<file path="src/rtl/rgb_pwm_fader_pkg.sv">
// Shared constants, channel encoding and helpers for the RGB PWM fader.
package rgb_pwm_fader_pkg;

   localparam int DUTY_W_DEF = 8;
   localparam int PWM_PERIOD = 1 << DUTY_W_DEF;

   typedef enum logic [1:0] {
      CH_RED   = 2'd0,
      CH_GREEN = 2'd1,
      CH_BLUE  = 2'd2,
      CH_ALL   = 2'd3
   } chan_e;

   function automatic logic chan_hit(input chan_e chan, input logic [1:0] idx);
      return (chan == CH_ALL) || (chan == chan_e'(idx));
   endfunction

endpackage

</file>
<file path="src/rtl/rgb_pwm_fader_pwm_channel.sv">
// One colour channel: target/current duty, one-LSB ramp and the
// registered phase comparator that drives the LED pin.
module rgb_pwm_fader_pwm_channel
   import rgb_pwm_fader_pkg::*;
#(
   parameter int DUTY_W = DUTY_W_DEF
) (
   input  logic              clk,
   input  logic              rst,
   input  logic [DUTY_W-1:0] phase,
   input  logic              period_start,
   input  logic              step,
   input  logic              commit,
   input  logic [DUTY_W-1:0] commit_duty,
   output logic              pwm,
   output logic              moving_d
);

   logic [DUTY_W-1:0] tgt_q, tgt_d;
   logic [DUTY_W-1:0] cur_q, cur_d;
   logic              pwm_q, pwm_d;

   // Step reads the pre-commit target, so a same-edge commit waits a step.
   always_comb begin
      tgt_d = tgt_q;
      cur_d = cur_q;
      pwm_d = (phase < cur_q);
      if (period_start && step) begin
         if (cur_q < tgt_q) begin
            cur_d = cur_q + 1'b1;
         end else if (cur_q > tgt_q) begin
            cur_d = cur_q - 1'b1;
         end
      end
      if (period_start && commit) begin
         tgt_d = commit_duty;
      end
      moving_d = (cur_d != tgt_d);
   end

   always_ff @(posedge clk or posedge rst) begin
      if (rst) begin
         tgt_q <= '0;
         cur_q <= '0;
         pwm_q <= 1'b0;
      end else begin
         tgt_q <= tgt_d;
         cur_q <= cur_d;
         pwm_q <= pwm_d;
      end
   end

   assign pwm = pwm_q;

endmodule

</file>
<file path="src/rtl/rgb_pwm_fader.sv">
// RGB PWM fader: staged target writes, shared phase/fade timing and
// three ramping PWM channels for the SB_RGBA_DRV inputs.
module rgb_pwm_fader
   import rgb_pwm_fader_pkg::*;
#(
   parameter int TICK_DIV     = 188,
   parameter int DUTY_W       = DUTY_W_DEF,
   parameter int FADE_PERIODS = 4
) (
   input  logic              clk,
   input  logic              rst,
   input  logic              target_valid,
   output logic              target_ready,
   input  logic [1:0]        target_chan,
   input  logic [DUTY_W-1:0] target_duty,
   output logic              pwm_red,
   output logic              pwm_green,
   output logic              pwm_blue,
   output logic              busy
);

   localparam int PW = (TICK_DIV > 1) ? $clog2(TICK_DIV) : 1;
   localparam int FW = (FADE_PERIODS > 1) ? $clog2(FADE_PERIODS) : 1;
   localparam logic [PW-1:0] PRESC_LAST = PW'(TICK_DIV - 1);
   localparam logic [FW-1:0] FADE_LAST  = FW'(FADE_PERIODS - 1);

   logic [PW-1:0]     presc_q, presc_d;
   logic [DUTY_W-1:0] phase_q, phase_d;
   logic [FW-1:0]     fade_q, fade_d;
   logic              full_q, full_d;
   chan_e             chan_q, chan_d;
   logic [DUTY_W-1:0] duty_q, duty_d;
   logic              ready_q, ready_d;
   logic              busy_q, busy_d;

   logic              tick;
   logic              period_start;
   logic              step;
   logic              accept;
   logic              commit;
   logic [2:0]        pwm_vec;
   logic [2:0]        moving_vec;

   always_comb begin
      tick         = (presc_q == PRESC_LAST);
      presc_d      = tick ? '0 : presc_q + 1'b1;
      phase_d      = tick ? phase_q + 1'b1 : phase_q;
      period_start = tick && (phase_q == '1);
      step         = period_start && (fade_q == FADE_LAST);
      fade_d       = fade_q;
      if (period_start) begin
         fade_d = (fade_q == FADE_LAST) ? '0 : fade_q + 1'b1;
      end
   end

   // Ready is low whenever the stage is full, so accept and commit never overlap.
   always_comb begin
      accept = target_valid && ready_q;
      commit = period_start && full_q;
      full_d = full_q;
      chan_d = chan_q;
      duty_d = duty_q;
      if (commit) begin
         full_d = 1'b0;
      end else if (accept) begin
         full_d = 1'b1;
         chan_d = chan_e'(target_chan);
         duty_d = target_duty;
      end
      ready_d = !full_d;
      busy_d  = full_d || (|moving_vec);
   end

   always_ff @(posedge clk or posedge rst) begin
      if (rst) begin
         presc_q <= '0;
         phase_q <= '0;
         fade_q  <= '0;
         full_q  <= 1'b0;
         chan_q  <= CH_RED;
         duty_q  <= '0;
         ready_q <= 1'b0;
         busy_q  <= 1'b0;
      end else begin
         presc_q <= presc_d;
         phase_q <= phase_d;
         fade_q  <= fade_d;
         full_q  <= full_d;
         chan_q  <= chan_d;
         duty_q  <= duty_d;
         ready_q <= ready_d;
         busy_q  <= busy_d;
      end
   end

   for (genvar i = 0; i < 3; i++) begin : g_ch
      rgb_pwm_fader_pwm_channel #(
         .DUTY_W(DUTY_W)
      ) u_ch (
         .clk         (clk),
         .rst         (rst),
         .phase       (phase_q),
         .period_start(period_start),
         .step        (step),
         .commit      (commit && chan_hit(chan_q, 2'(i))),
         .commit_duty (duty_q),
         .pwm         (pwm_vec[i]),
         .moving_d    (moving_vec[i])
      );
   end

   assign target_ready = ready_q;
   assign busy         = busy_q;
   assign pwm_red      = pwm_vec[0];
   assign pwm_green    = pwm_vec[1];
   assign pwm_blue     = pwm_vec[2];

endmodule
</file>
<file path="config.mk">
export PLATFORM = sky130hd
export DESIGN_NAME = rgb_pwm_fader
export DESIGN_NICKNAME = d
export VERILOG_FILES = /design/src/rtl/rgb_pwm_fader_pkg.sv /design/src/rtl/rgb_pwm_fader_pwm_channel.sv /design/src/rtl/rgb_pwm_fader.sv
export SDC_FILE = /design/constraint.sdc
export NUM_CORES = 1
export LEC_CHECK = 0
export CAP_MARGIN = 25
export CORE_MARGIN = 2
export CORE_UTILIZATION = 48
export DETAILED_ROUTE_END_ITERATION = 10
export PLACE_DENSITY = 0.67
export SYNTH_ARGS = -nofsm -noshare
export SYNTH_HDL_FRONTEND = slang
export SYNTH_SLANG_ARGS = --single-unit
</file>
<file path="constraint.sdc">
create_clock -name clk -period 2.7 [get_ports clk]
set_input_delay 0.54 -clock clk [delete_from_list [all_inputs] [get_ports clk]]
set_output_delay 0.54 -clock clk [all_outputs]
set_load 0.005 [all_outputs]
</file>
## Yosys cells after proc, flatten, opt, wreduce, memory -nomap -nowiden

Cells that the tools add are included.
W data, S select, Z words.

- Input bits: 13
- Output and inout port bits: 5
- Flip-flop bits (word level): 82

- Equal/unequal tests: 9
- Order comparisons: 9
- $add $sub $neg: 9
- Reduce and logical (&&, ||, !) cells: 19
- Multiplexer cells: 16
- Bitwise operators: 1

Operators with widths:

| cell | number |
|---|---|
| $mux W8 | 13 |
| $lt A8 B8 Y1 | 6 |
| $add A8 B1 Y8 const B | 5 |
| $gt A8 B8 Y1 | 3 |
| $ne A8 B8 Y1 | 3 |
| $sub A8 B1 Y8 const B | 3 |
| $eq A8 B8 Y1 const B | 2 |
| $logic_and A1 B1 Y1 | 11 |
| $eq A2 B2 Y1 const B | 3 |
| $logic_or A1 B1 Y1 | 4 |
| $reduce_or A3 Y1 | 1 |
| $add A2 B1 Y2 const B | 1 |
| $eq A2 B1 Y1 const B | 1 |
| $logic_not A2 Y1 | 1 |
| $mux W1 | 2 |
| $mux W2 | 1 |
| $reduce_and A2 Y1 | 1 |
| $logic_not A1 Y1 | 1 |
| $not A1 Y1 | 1 |

## Logic depth before layout (Yosys ltp)

- Depth in word-level cells: 9
- Mapped depth: 12

## By module

From an unflattened synthesis, not the netlist that was laid out.

- Cells, all modules: 557
- Area total of the unflattened synthesis: 5,765.5 um^2

Modules (own cells, without submodules):

| module | instances | sequential area each (um^2) | area each (um^2) | cells each |
|---|---|---|---|---|
| rgb_pwm_fader_pwm_channel at g_ch[1].u_ch ... | 2 | 425.4 | 1,452.6 | 147 |
| rgb_pwm_fader_pwm_channel at g_ch[0].u_ch | 1 | 425.4 | 1,465.2 | 154 |
| rgb_pwm_fader | 1 | 775.7 | 1,395.1 | 109 |

## Least setup slack after synthesis

No wires, ideal clock.

- Path type: register to register
- From: reg g_ch[2].u_ch.cur_q[1]
- To: reg busy_q (netlist: busy)
- Clock period less this slack: 2.884 ns
- Data arrival time: 2.746 ns
- Cell stages (with the launch flop): 11
- Data required time: 2.562 ns
- Path slack: -0.184 ns
- Cell sequence: dfrtp_1 -> ha_1 -> nor2b_1 -> o211ai_1 -> a21oi_1 -> nand2b_1 -> mux2i_1 -> xnor3_1 -> or4_1 -> nor4_2 -> nand4_1

- Word-level cells in the longest chain between the ends: 7
- Elaborated cells on any way between the ends: 10

Ends and longest elaborated chain:

| item | line | text |
|---|---|---|
| start: declaration | rgb_pwm_fader_pwm_channel.sv:20 | `logic [DUTY_W-1:0] cur_q, cur_d;` |
| start signal: assignment | rgb_pwm_fader_pwm_channel.sv:48 | `cur_q <= cur_d;` |
| $sub A8 B1 Y8 or $gt A8 B8 Y1 (tied branches) | rgb_pwm_fader_pwm_channel.sv:32, rgb_pwm_fader_pwm_channel.sv:31 |  |
| $mux W8 | rgb_pwm_fader_pwm_channel.sv:31 | `end else if (cur_q > tgt_q) begin` |
| $mux W8 | rgb_pwm_fader_pwm_channel.sv:29 | `if (cur_q < tgt_q) begin` |
| $mux W8 * | rgb_pwm_fader_pwm_channel.sv:28 | `if (period_start && step) begin` |
| $ne A8 B8 Y1 * | rgb_pwm_fader_pwm_channel.sv:38 | `moving_d = (cur_d != tgt_d);` |
| $reduce_or A3 Y1 * | rgb_pwm_fader.sv:71 | `busy_d = full_d \|\| (\|moving_vec);` |
| $logic_or A1 B1 Y1 * | rgb_pwm_fader.sv:71 |  |
| net busy_d | rgb_pwm_fader.sv:34 | `logic busy_q, busy_d;` |
| end signal: assignment | rgb_pwm_fader.sv:92 | `busy_q <= busy_d;` |
| end: declaration | rgb_pwm_fader.sv:34 |  |

The timed path passes the listed nets; every way through them passes the cells marked *.
A chain may end at the register's enable or synchronous reset.

## Final worst setup path

Ends and elaborated chain as after synthesis.

==> results by group <==
Worst setup path
  • RR Endpoint: busy$_DFF_PP0_
  • Setup crit end: busy$_DFF_PP0_
  • FF-to-FF setup slack: -0.29 ns
  • Worst stage delay on the critical path: 0.55 ns
  • CP max-delay cell: or4_4
  • Kind of critical path: flip-flop to flip-flop
  • WP buf/inv: 2
  • Cell Chain, Critical Path: ha_1 -> nor2b_1 -> o211ai_1 -> buf_4 -> a21oi_4 -> nand2b_4 -> mux2i_2 -> buf_4 -> xnor3_1 -> or4_4 -> nor4_4 -> nand4_1
  • Crit end category: flip-flop
  • CP Max Fanout: 3
  • Critical path startpoint: g_ch[2].u_ch.cur_q[1]$_DFF_PP0_
  • Crit path launch type: flip-flop
  • CP required: 2.94 ns
  • CP delay by family, top: simple AND/OR/NAND/NOR gates
  • Worst EP arrival: 3.23 ns
  • Worst path most repeated cell: buf_4
  • R2r worst-path depth: 12
  • Stages on worst setup path: 12
  • Worst reg2reg path startpoint: g_ch[2].u_ch.cur_q[1]$_DFF_PP0_

Die
  • Initial Util: 49.0%
  • Chip width: 109 µm
  • Die area: 0.0119 mm²
  • Core Footprint: 0.0108 mm²
  • Die height: 109 µm
  • I/O pin cnt: 18
  • Cell Rows: 38

STA
  • Slew margin rel.: 59.7%
  • RSZ-0062 raised after global routing: true
  • Max Fclk: 334 MHz
  • Clock skew: 0.0158 ns
  • Setup slack after layout: -0.294 ns
  • Final worst path period need: 2.99 ns
  • Max Slew Vio Count: 0
  • Worst slew pin tran: 0.601 ns
  • Hold Fails Final Rpt: 0
  • Final number of setup-violating endpoints: 1
  • Hold WS: 0.444 ns
  • Final worst path period share: 111%

Synth
  • Synth Flop Type: dfrtp_1
  • Post-synthesis cell area: 0.00532 mm²
  • Mapped Cells: 546
  • FFs w/ async S/R, synth: 100%
  • Syn Nets: 616
  • Warnings, synthesis: 0
  • Register area share after synthesis: 38.6%
  • Synth Register Bits: 82
  • Syn Area/Cell: 9.74 µm²
  • Synth cell types: 55
  • Number of flops mapped to enable cells by yosys: 0

Place
  • Port bufs: 17
  • Final HPWL DP: 11.0 mm
  • Final Wtd Congestion: 0.949
  • Post-Place Setup Slack: -0.322 ns

Power
  • PD cells: 360 mW/mm²
  • Leakage power: 3.32 nW
  • Max IR drop VDD: 447 µV

Global routing
  • First-pass GRT wire length: 23.6 mm
  • Overflow after GRT: 0
  • Overall Global Routing Usage: 26.2%
  • Pin count of the biggest net entering global routing: 45
  • Vias in the first global route: 4708
  • Initial antenna violation count: 0

Status
  • Failing checks: negative setup slack
  • Outcome: finished, violations left

Layout
  • Layout cells sized above 1: 25.2%
  • Final nets: 744
  • Diodes inserted: 0
  • Area grow syn2layout: 26.7%
  • Core Util, Final: 62.1%

Routing
  • Post-route ant nets: 0
  • Wire per inst: 17.1 µm
  • Via Count: 4487
  • DRC: 0
  • First DRT Iteration DRCs: 198
  • Final WL: 14.0 mm
  • DRT Pass-1 Iters: 5
  • Vias per cell: 5.48

Clock network
  • H-tree depth: 3
  • Clock root buffer master: clkbuf_8
  • Num CTS Buffers: 9
  • Worst skew pair latency: 0.37 ns
  • Max clock buf depth: 2
  • Register clock-pin slew on the reported worst setup and hold paths: 0.09 ns
  • CTS tree: built
  • # clock sinks: 82

Job
  • Max-cap check violation count: 0

Min path
  • Min-delay worst type: primary input to async pin
cell usage in the layout, fill, tap and decap left out, types with 4 or more instances in the layout:
cell	instances
nand2b_1	6
nor3_1	9
mux2_2	19
a21o_1	14
clkinv_2	4
xor2_1	17
a21oi_1	25
o32ai_1	5
o21ai_0	31
dfrtp_1	82
xnor2_1	23
nand2_1	52
clkbuf_8	11
clkdlybuf4s50_1	17
o211ai_1	5
nor2_1	18
and3_1	7
or3_1	9
buf_4	108
ha_1	56
nand4_1	17
inv_1	52
nand3_1	16
xnor3_1	4
nor2b_1	7
through the flow:
| stage | cells | TNS [ns] | power, mW | cell area [µm²] |
|---|---|---|---|---|
| 6_report | 819 | -0.294 | 2.43 | 6740 |
| 5_1_grt | 819 | -0.393 | 2.53 | 6740 |
| 4_1_cts | 819 | -0.281 | 2.45 | 6700 |
| 3_5_place_dp | 800 | -0.322 | 1.52 | 6420 |
| 3_3_place_gp | 800 | -0.247 | 1.51 | 6420 |
| 2_1_floorplan | 546 | -0.119 | 1.42 | 5320 |
area by class of cell:
cell class	count	area [µm²]
fillers	918	4110
multi-input cells	402	3100
flip-flops and latches	82	2050
repair buffers	126	1000
inverters	53	200
well taps	140	175
clock buffers	11	151
clock inverters	5	52.6
flip-flops by register name (all words and copies together), names as in the netlist, 2 cells and up:
signal / count
phase_q: 8
g_ch.u_ch.pwm: 3
chan_q: 2
fade_q: 2
g_ch.u_ch.cur_q: 24
presc_q: 8
g_ch.u_ch.tgt_q: 24
duty_q: 8
synth_stat cells, drive strengths merged (16+ instances only):
cell | number | share of area, %
a21oi | 27 | 2.5
dfrtp | 82 | 39
ha | 57 | 13
inv | 53 | 3.7
mux2 | 20 | 4.3
nand2 | 52 | 3.7
nand3 | 16 | 1.5
nand4 | 17 | 2.0
nor2 | 18 | 1.3
o21ai | 32 | 3.0
xnor2 | 24 | 4.1
xor2 | 17 | 2.8
timing repair:
action                                  4_1_cts  5_1_grt
buffers inserted                              3        0
endpoints found under the setup margin        1        1
pin swaps                                     6        9
resized for setup                            10       10
hold buffers                                  0        0
power breakdown:
part / internal, mW / leakage (nW) / switching, mW
clock: 0.473 / 0.105 / 0.457
combinational: 0.0757 / 2.12 / 0.0607
sequential: 1.28 / 1.10 / 0.0822
per-layer routing:
metal	vias to the layer above	part of all wire, %	GRT usage (%)
met5	-	0	0
met4	0	2.5	8.32
met3	25	4.1	4.66
met2	105	49	44.9
met1	2151	44	33.7
li1	2206	-	-
how the worst min path moves through the flow:
stage,start,to,cells after the start
6_report,rst,g_ch[2].u_ch.pwm$_DFF_PP0_,2
5_1_grt,rst,phase_q[7]$_DFFE_PP0N_,2
2_1_floorplan,presc_q[0]$_DFF_PP0_,presc_q[0]$_DFF_PP0_,1
4_1_cts,rst,phase_q[7]$_DFFE_PP0N_,2
3_3_place_gp,fade_q[1]$_DFFE_PP0N_,fade_q[1]$_DFFE_PP0N_,1
3_5_place_dp,fade_q[1]$_DFFE_PP0N_,fade_q[1]$_DFFE_PP0N_,1
cells by family after synthesis:
group                      Yosys count  synth area share (%)
and+or+nand+nor                    169                  16.9
AOI/OAI and AO/OA                  109                  13.1
DFF                                 82                  38.6
buffers and inverters               62                  4.80
adders and majority gates           57                  13.4
xor gates and xnor gates            45                  8.59
muxes                               22                  4.68
Note: power is estimated with default switching activity, not from simulation.
